==> src/rtl/mem_arb_pkg.sv <==
// Shared types and constants for the memory-port arbiter.
// Owner encoding doubles as the read-data routing select.
package mem_arb_pkg;

    typedef enum logic [1:0] {
        IDLE = 2'd0,
        RD_I = 2'd1,
        RD_D = 2'd2,
        WR_D = 2'd3
    } arb_state_e;

    localparam logic OWNER_I = 1'b0;
    localparam logic OWNER_D = 1'b1;

    localparam int unsigned DEF_BLOCK_BEATS = 16;

endpackage

==> src/rtl/rr_arbiter_2.sv <==
// Two-requester round-robin arbiter (bit 0 = I-cache, bit 1 = D-cache).
// The last-grant register moves only when the caller accepts the grant.
module rr_arbiter_2
    import mem_arb_pkg::*;
(
    input  logic       clk,
    input  logic       arst,
    input  logic [1:0] i_req,
    input  logic       i_accept,
    output logic [1:0] o_gnt
);

    logic r_last_d;

    always_comb begin
        o_gnt = i_req;
        // On contention the requester that was not served last wins.
        if (i_req == 2'b11) begin
            o_gnt = (r_last_d == OWNER_D) ? 2'b01 : 2'b10;
        end
    end

    always_ff @(posedge clk or posedge arst) begin
        if (arst) begin
            r_last_d <= OWNER_D;
        end else if (i_accept) begin
            r_last_d <= o_gnt[1];
        end
    end

endmodule

==> src/rtl/mem_port_arbiter.sv <==
// Shares one AXI port between I-cache refills and D-cache write-back/refill.
// Define MEM_ARB_TIMEOUT_EN to add the watchdog abort that drives o_bus_error.
module mem_port_arbiter
    import mem_arb_pkg::*;
#(
    parameter int unsigned ADDR_W         = 32,
    parameter int unsigned BLOCK_BEATS    = DEF_BLOCK_BEATS,
    parameter int unsigned TIMEOUT_CYCLES = 1024
) (
    input  logic              clk,
    input  logic              arst,
    input  logic              i_i_req,
    input  logic [ADDR_W-1:0] i_i_addr,
    input  logic              i_d_rd_req,
    input  logic              i_d_wr_req,
    input  logic [ADDR_W-1:0] i_d_addr,
    input  logic              i_r_valid,
    input  logic              i_r_last,
    input  logic              i_b_resp,
    output logic              o_start_read,
    output logic              o_start_write,
    output logic [ADDR_W-1:0] o_axi_addr,
    output logic              o_owner,
    output logic              o_busy,
    output logic              o_i_done,
    output logic              o_d_done,
    output logic              o_beat_err,
    output logic              o_bus_error
);

    localparam int unsigned BEAT_W = $clog2(BLOCK_BEATS);

    if ((BLOCK_BEATS < 2) || (BLOCK_BEATS > 256) ||
        ((BLOCK_BEATS & (BLOCK_BEATS - 1)) != 0)) begin : g_bad_beats
        $error("BLOCK_BEATS must be a power of two in 2..256");
    end
    if (TIMEOUT_CYCLES < 2) begin : g_bad_timeout
        $error("TIMEOUT_CYCLES must be at least 2");
    end

    arb_state_e        r_state;
    arb_state_e        w_state_nxt;
    logic [ADDR_W-1:0] r_addr;
    logic              r_owner;
    logic [BEAT_W-1:0] r_beat_cnt;
    logic              r_start_read;
    logic              r_start_write;
    logic              r_i_done;
    logic              r_d_done;
    logic              r_beat_err;

    logic              w_start_read_nxt;
    logic              w_start_write_nxt;
    logic              w_i_done_nxt;
    logic              w_d_done_nxt;
    logic              w_beat_err_set;
    logic              w_d_req;
    logic              w_arb_en;
    logic              w_grant;
    logic [1:0]        w_gnt;
    logic              w_to_abort;

    assign w_d_req  = i_d_rd_req | i_d_wr_req;
    // Hold off grants during the done cycle: the finished requester may still show its level.
    assign w_arb_en = (r_state == IDLE) && !r_i_done && !r_d_done;
    assign w_grant  = w_arb_en && (w_gnt != 2'b00);

    rr_arbiter_2 u_rr (
        .clk      (clk),
        .arst     (arst),
        .i_req    ({w_d_req, i_i_req}),
        .i_accept (w_grant),
        .o_gnt    (w_gnt)
    );

    always_comb begin
        w_state_nxt       = r_state;
        w_start_read_nxt  = 1'b0;
        w_start_write_nxt = 1'b0;
        w_i_done_nxt      = 1'b0;
        w_d_done_nxt      = 1'b0;
        w_beat_err_set    = 1'b0;
        case (r_state)
            IDLE: begin
                if (w_grant) begin
                    if (w_gnt[0]) begin
                        w_state_nxt      = RD_I;
                        w_start_read_nxt = 1'b1;
                    end else if (i_d_wr_req) begin
                        // Dirty eviction goes out before the refill of the same line.
                        w_state_nxt       = WR_D;
                        w_start_write_nxt = 1'b1;
                    end else begin
                        w_state_nxt      = RD_D;
                        w_start_read_nxt = 1'b1;
                    end
                end
            end
            RD_I, RD_D: begin
                if (i_r_valid && i_r_last) begin
                    w_beat_err_set = (r_beat_cnt != BEAT_W'(BLOCK_BEATS - 1));
                    w_i_done_nxt   = (r_state == RD_I);
                    w_d_done_nxt   = (r_state == RD_D);
                    w_state_nxt    = IDLE;
                end
            end
            WR_D: begin
                if (i_b_resp) begin
                    w_d_done_nxt = 1'b1;
                    w_state_nxt  = IDLE;
                end
            end
            default: w_state_nxt = IDLE;
        endcase
        if (w_to_abort) begin
            w_i_done_nxt = (r_owner == OWNER_I);
            w_d_done_nxt = (r_owner == OWNER_D);
            w_state_nxt  = IDLE;
        end
    end

    always_ff @(posedge clk or posedge arst) begin
        if (arst) begin
            r_state <= IDLE;
        end else begin
            r_state <= w_state_nxt;
        end
    end

    always_ff @(posedge clk or posedge arst) begin
        if (arst) begin
            r_addr        <= '0;
            r_owner       <= OWNER_I;
            r_beat_cnt    <= '0;
            r_start_read  <= 1'b0;
            r_start_write <= 1'b0;
            r_i_done      <= 1'b0;
            r_d_done      <= 1'b0;
            r_beat_err    <= 1'b0;
        end else begin
            r_start_read  <= w_start_read_nxt;
            r_start_write <= w_start_write_nxt;
            r_i_done      <= w_i_done_nxt;
            r_d_done      <= w_d_done_nxt;
            if (w_beat_err_set) begin
                r_beat_err <= 1'b1;
            end
            if (w_grant) begin
                r_addr     <= w_gnt[0] ? i_i_addr : i_d_addr;
                r_owner    <= w_gnt[0] ? OWNER_I : OWNER_D;
                r_beat_cnt <= '0;
            end else if (((r_state == RD_I) || (r_state == RD_D)) && i_r_valid) begin
                r_beat_cnt <= r_beat_cnt + BEAT_W'(1);
            end
        end
    end

`ifdef MEM_ARB_TIMEOUT_EN
    localparam int unsigned TO_W = $clog2(TIMEOUT_CYCLES + 1);

    logic [TO_W-1:0] r_to_cnt;
    logic            r_bus_error;

    // Counts busy cycles without AXI progress; fires on the TIMEOUT_CYCLES-th such cycle.
    assign w_to_abort = (r_state != IDLE) && !i_r_valid && !i_b_resp &&
                        (r_to_cnt == TO_W'(TIMEOUT_CYCLES - 1));

    always_ff @(posedge clk or posedge arst) begin
        if (arst) begin
            r_to_cnt    <= '0;
            r_bus_error <= 1'b0;
        end else begin
            if ((r_state == IDLE) || i_r_valid || i_b_resp || w_to_abort) begin
                r_to_cnt <= '0;
            end else begin
                r_to_cnt <= r_to_cnt + TO_W'(1);
            end
            if (w_to_abort) begin
                r_bus_error <= 1'b1;
            end
        end
    end

    assign o_bus_error = r_bus_error;
`else
    assign w_to_abort  = 1'b0;
    assign o_bus_error = 1'b0;
`endif

    assign o_start_read  = r_start_read;
    assign o_start_write = r_start_write;
    assign o_axi_addr    = r_addr;
    assign o_owner       = r_owner;
    assign o_busy        = (r_state != IDLE);
    assign o_i_done      = r_i_done;
    assign o_d_done      = r_d_done;
    assign o_beat_err    = r_beat_err;

endmodule
==> config.mk <==
export PLATFORM = sky130hd
export DESIGN_NAME = mem_port_arbiter
export DESIGN_NICKNAME = d
export VERILOG_FILES = /design/src/rtl/mem_arb_pkg.sv /design/src/rtl/rr_arbiter_2.sv /design/src/rtl/mem_port_arbiter.sv
export SDC_FILE = /design/constraint.sdc
export NUM_CORES = 1
export LEC_CHECK = 0
export ABC_AREA = 0
export BUFFER_PORTS_ARGS = -buffer_cell sky130_fd_sc_hd__buf_2
export CORE_UTILIZATION = 45
export CTS_BUF_LIST = sky130_fd_sc_hd__clkbuf_8 sky130_fd_sc_hd__clkbuf_16
export CTS_CLUSTER_SIZE = 12
export DETAILED_ROUTE_END_ITERATION = 6
export PLACE_DENSITY = 0.83
export REMOVE_ABC_BUFFERS = 1
export SLEW_MARGIN = 20
export SYNTH_ARGS = -nofsm -noshare
export SYNTH_HDL_FRONTEND = slang
export SYNTH_SLANG_ARGS = --single-unit
==> constraint.sdc <==
create_clock -name clk -period 2.6 [get_ports clk]
set_input_delay 0 -clock clk [delete_from_list [all_inputs] [get_ports clk]]
set_output_delay 0 -clock clk [all_outputs]
set_load 0.01 [all_outputs]
Word-level counts from Yosys, hierarchy flattened --
Cells that the tools add are included.
Word-level totals: RAM bits 0, memory bits (read-only) 0, bits in latches 0, logic and storage cells 61, output and inout bits 40, bits of input ports 72, memories 0, register bits after elaboration 45
Cells by class: mux-type cells 27, add/sub/neg operators 1, shifts and indexed selects 0, equal/unequal tests 8, bitwise gates (word level) 1, div/mod/pow operators 0, multipliers 0, order comparisons 0, reductions and logical operators 14
Operators with widths (number):
- $mux W32 | 1
- $mux W1 | 16
- $mux W2 | 6
- $mux W4 | 2
- $eq A2 B2 Y1 const B | 3
- $pmux W2 S3 | 1
- $reduce_bool A2 Y1 | 3
- $logic_and A1 B1 Y1 | 5
- $add A4 B1 Y4 const B | 1
- $ne A2 B2 Y1 const B | 2
- $ne A4 B4 Y1 const B | 1
- $reduce_and A3 Y1 | 1
- $eq A2 B1 Y1 const B | 1
- $logic_not A1 Y1 | 2
- $logic_not A2 Y1 | 1
- $ne A2 B1 Y1 const B | 1
- $pmux W1 S2 | 1
- $reduce_or A2 Y1 | 1
- $logic_or A1 B1 Y1 | 1
- $or A1 B1 Y1 | 1

Depth between registers and ports, before layout --
depth after elaboration 7, mapped depth 7, gate-level depth less buffers 6

Cells and area by module --
A second synthesis with hierarchy kept.
Second synthesis, totals: cell total of the unflattened synthesis 203, area total of the unflattened synthesis 2158.3 sq um
By module, submodules not included:
- mem_port_arbiter | seq. area each 1101.1 sq um, instances 1, cells an instance 197, area an instance 2090.8 sq um
- rr_arbiter_2 | seq. area each 26.3 sq um, instances 1, cells an instance 6, area an instance 67.6 sq um

Worst setup path after synthesis --
Ideal clock, no wire load.
kind reg2reg, start point register r_state[0], end point register r_addr[2] (netlist: o_axi_addr[2]), slack 0.940 ns, data arrival time 1.530 ns, cell stages (with the launch flop) 7, buffers on the path 1, setup time 0.130 ns, data required time 2.470 ns, clock period less this slack 1.660 ns, path through dfrtp_1 > inv_1 > ha_1 > or3b_4 > nor2_4 > buf_2 > a31oi_1
On the way: word-level cells in the longest chain between the ends 4
RTL lines:
- start: declaration | RTL line mem_port_arbiter.sv:41 | arb_state_e r_state;
- start signal: assignment | RTL line mem_port_arbiter.sv:126 | r_state <= w_state_nxt;
- $logic_not A2 Y1 | RTL line mem_port_arbiter.sv:65 | assign w_arb_en = (r_state == IDLE) && !r_i_done && !r_d_done;
- $logic_and A1 B1 Y1 (2 in series) | RTL line mem_port_arbiter.sv:65
- $logic_and A1 B1 Y1 | RTL line mem_port_arbiter.sv:66 | assign w_grant = w_arb_en && (w_gnt != 2'b00);
- end signal: assignment | RTL line mem_port_arbiter.sv:149 | r_addr <= w_gnt[0] ? i_i_addr : i_d_addr;
- end: declaration | RTL line mem_port_arbiter.sv:43 | logic [ADDR_W-1:0] r_addr;
Every way passes these cells. A chain may end at the register's enable or synchronous reset.

Worst setup path in the final report --
start point register r_state[0], end point register r_addr[21] (netlist: o_axi_addr[21])
Same word-level chain as after synthesis.

==> impl_metrics.env <==
export IMPL_avgSynthCellArea_um2=8.73
export IMPL_vdd_drop_max_uv=682
export IMPL_antenna_found_initial=0
export IMPL_start_util=0.476
export IMPL_grt_pass1_wl_mm=10.8
export IMPL_finalHoldViolations=0
export IMPL_synth_edf_count=0
export IMPL_place_gp_congestion=0.866
export IMPL_final_cell_area_mm2=0.00346
export IMPL_dp_cells=393
export IMPL_dp_slack_ns=0.662
export IMPL_design_core_area_mm2=0.00444
export IMPL_cp_max_fo=27
export IMPL_min_to="u_rr.r_last_d"
export IMPL_cts_tree="yes"
export IMPL_syn_inst=242
export IMPL_r2r_setup_slack_ns=0.16
export IMPL_reg2reg_to="o_axi_addr[21]"
export IMPL_synth_commonest_cells="70 x nand2_1, 44 x dfrtp_1, 41 x nor2_1, 33 x a31oi_1, 7 x buf_2"
export IMPL_setup_viol=0
export IMPL_place_hpwl_mm=3.69
export IMPL_max_slew_margin=0.375
export IMPL_seqCellArea_mm2=0.00113
export IMPL_n_antenna_cell=0
export IMPL_power_leakage_nw=1.69
export IMPL_post_route_min_period_ns=2.44
export IMPL_start_kind="flop"
export IMPL_post_route_drc_count=22
export IMPL_yosysTopAreaCell="dfrtp_1"
export IMPL_rsz0062_at_grt="false"
export IMPL_viasPerCell=5.23
export IMPL_crit_type="reg -> reg"
export IMPL_netlist_cell_type_count=27
export IMPL_combPwrFrac=0.554
export IMPL_ys_seq_area_frac=0.533
export IMPL_drive_gt1_frac=0.301
export IMPL_dieArea_mm2=0.00497
export IMPL_utilization=0.778
export IMPL_yosysTopAreaCellShare=0.521
export IMPL_ys_flop_type="dfrtp_1"
export IMPL_fin_crit_sh=0.940
export IMPL_cts_post_setup_buffers_inserted=0
export IMPL_root_buffer="clkbuf_8"
export IMPL_wl_per_cell_um=14.5
export IMPL_r2r_start="r_state[0]"
export IMPL_nFillCells=309
export IMPL_dr_pass1_iters=6
export IMPL_finClkSkew_ns=0.00290
export IMPL_cts_made_buffers=5
export IMPL_cp_slowest_cell="dlygate4sd3_1"
export IMPL_crit_path_start="r_state[0]"
export IMPL_overflow=0
export IMPL_pin_count=112
export IMPL_grt_use_total=0.276
export IMPL_slew_viol_final=0
export IMPL_clockBufferDepth=2
export IMPL_holdWs_ns=0.0912
export IMPL_max_stage_delay_ns=0.60
export IMPL_yosysMostFrequentCell="nand2_1"
export IMPL_async_flop_share=1.00
export IMPL_switching_share=0.377
export IMPL_fin_ws_ns=0.156
export IMPL_power_density_mw_per_mm2=1080
export IMPL_finalPower_mw=3.74
export IMPL_endpoint_kind="flop"
export IMPL_portBuffers=110
export IMPL_syn_cell_area_mm2=0.00211
export IMPL_cap_violations=0
export IMPL_syn_to_final_growth_pct=63.5
export IMPL_min_path_type="in -> reg"
export IMPL_grt_max_degree=46
export IMPL_switchingPower_mw=1.41
export IMPL_clockPowerShare=0.126
export IMPL_status="finished with violations"
export IMPL_violations="DRC"
export IMPL_hold_start="i_d_rd_req"
export IMPL_cts_num_sinks=45
export IMPL_grt_pass1_vias=2425
export IMPL_min_delay_path_depth=5
export IMPL_num_vias=2456
export IMPL_clock_fmax_ghz=0.409
export IMPL_fin_cells=470
export IMPL_fp_dieH_um=70.5
export IMPL_ys_ff_latch=45
export IMPL_finalWirelength_mm=6.80
export IMPL_antenna_left=0
export IMPL_cp_required_ns=2.83
export IMPL_rr_worst_depth=8
export IMPL_multi_input_area_um2=872
export IMPL_final_setup_tns_ns=0
export IMPL_synthTopCellsByArea="dfrtp_1 52%, nand2_1 12%, a31oi_1 9.8%"
export IMPL_path_cells="inv_1 > ha_1 > or3b_4 > nor2_4 > buf_4 > nor2_1 > a31oi_1 > dlygate4sd3_1"
export IMPL_worst_slew_pin_slew_ns=0.936
export IMPL_intPower_mw=2.33
export IMPL_worstPathArrival_ns=2.67
export IMPL_core_rowCount=24
export IMPL_clock_latency_ns=0.29
export IMPL_drtIter0Drc=209
export IMPL_ys_warn_count=0
export IMPL_nNetsFinal=494
export IMPL_die_x_um=70.5
export IMPL_power_frac_seq=0.320
export IMPL_cts_clk_slew_worst_paths_ns=0.08
export IMPL_place_area_mm2=0.00266
export IMPL_cts_htree_levels=2
-- logic make-up after synthesis --
family | after synthesis | share of synthesized area
DFF | 45 | 0.533
and+or+nand+nor | 126 | 0.242
buffers and inverters | 19 | 0.0539
AOI/OAI and AO/OA | 44 | 0.131
other | 1 | 0.00177
xor gates and xnor gates | 2 | 0.00829
adders and majority gates | 5 | 0.0296
-- power groups by stage --
stage	sequential, mW	clock, mW	combinational, mW
global route	1.23	0.505	2.26
global placement	1.19	0	1.40
finish	1.20	0.472	2.07
CTS	1.19	0.484	2.00
floorplan	1.33	0	0.743
detailed placement	1.20	0	1.44
-- worst max-delay path by stage --
| stage | end | depth (start not counted) | slack, ns |
|---|---|---|---|
| after CTS | o_axi_addr[13] | 8 | 0.13 |
| final | o_axi_addr[21] | 8 | 0.16 |
| after global placement | o_axi_addr[22] | 7 | 0.78 |
| after global routing | o_axi_addr[0] | 8 | 0.02 |
| after floorplan | r_state[1] | 6 | 0.37 |
| after detailed placement | o_axi_addr[13] | 7 | 0.66 |
-- worst max-delay path, delay by kind of cell (launching register included) --
family                   cells  cell delay (ns)
flip-flops                   1             0.42
AND/OR/NAND/NOR              3             0.62
adder cells (fa/ha/maj)      1             0.19
AO/OA/AOI/OAI                1             0.15
buffers and inverters        3             0.99
-- layout make-up --
class	count	area share
Clock inverter	1	0.00145
Clock buffer	7	0.0279
Tap cell	52	0.0188
Inverter	4	0.00434
Timing Repair Buffer	183	0.369
Multi-Input combinational cell	178	0.252
Sequential cell	45	0.326
-- layout by cell type (no fill, tap or decap), types with 2 or more instances in the layout --
cell type      Yosys  final
inv_1              4      3
dlygate4sd3_1      0     69
dfrtp_1           44     44
a31oi_1           33     33
and2_1             3      3
buf_4              1      3
buf_2              7    110
nor3_1             3      3
xor2_1             2      2
nor2_1            41     41
o2bb2ai_1          2      2
ha_1               5      5
clkbuf_8           0      7
nand3_1            4      4
a21oi_1            4      4
nand2_1           70     70
o21ai_0            2      2
-- layer usage --
metal / up-vias / wire, µm / GRT usage
met3: 21 / 457 / 0.0413
li1: 1155 / - / -
met4: 0 / 195 / 0.133
met5: - / 0 / 0
met1: 1161 / 2600 / 0.321
met2: 119 / 3540 / 0.501
-- flip-flops by register name, summed over array words and instances (netlist names) --
name           cells
o_d_done           1
o_start_write      1
o_owner            1
r_beat_cnt         4
o_beat_err         1
o_i_done           1
u_rr.r_last_d      1
r_state            2
o_start_read       1
o_axi_addr        32
-- repair_timing --
| item | 4_1_cts | 5_1_grt |
|---|---|---|
| endpoints found under the hold margin | 80 | 0 |
| hold buffers | 69 | 0 |
| endpoints found under the setup margin | 0 | 16 |
| resized for setup | 0 | 1 |
Power figures use the tool's default switching activity.
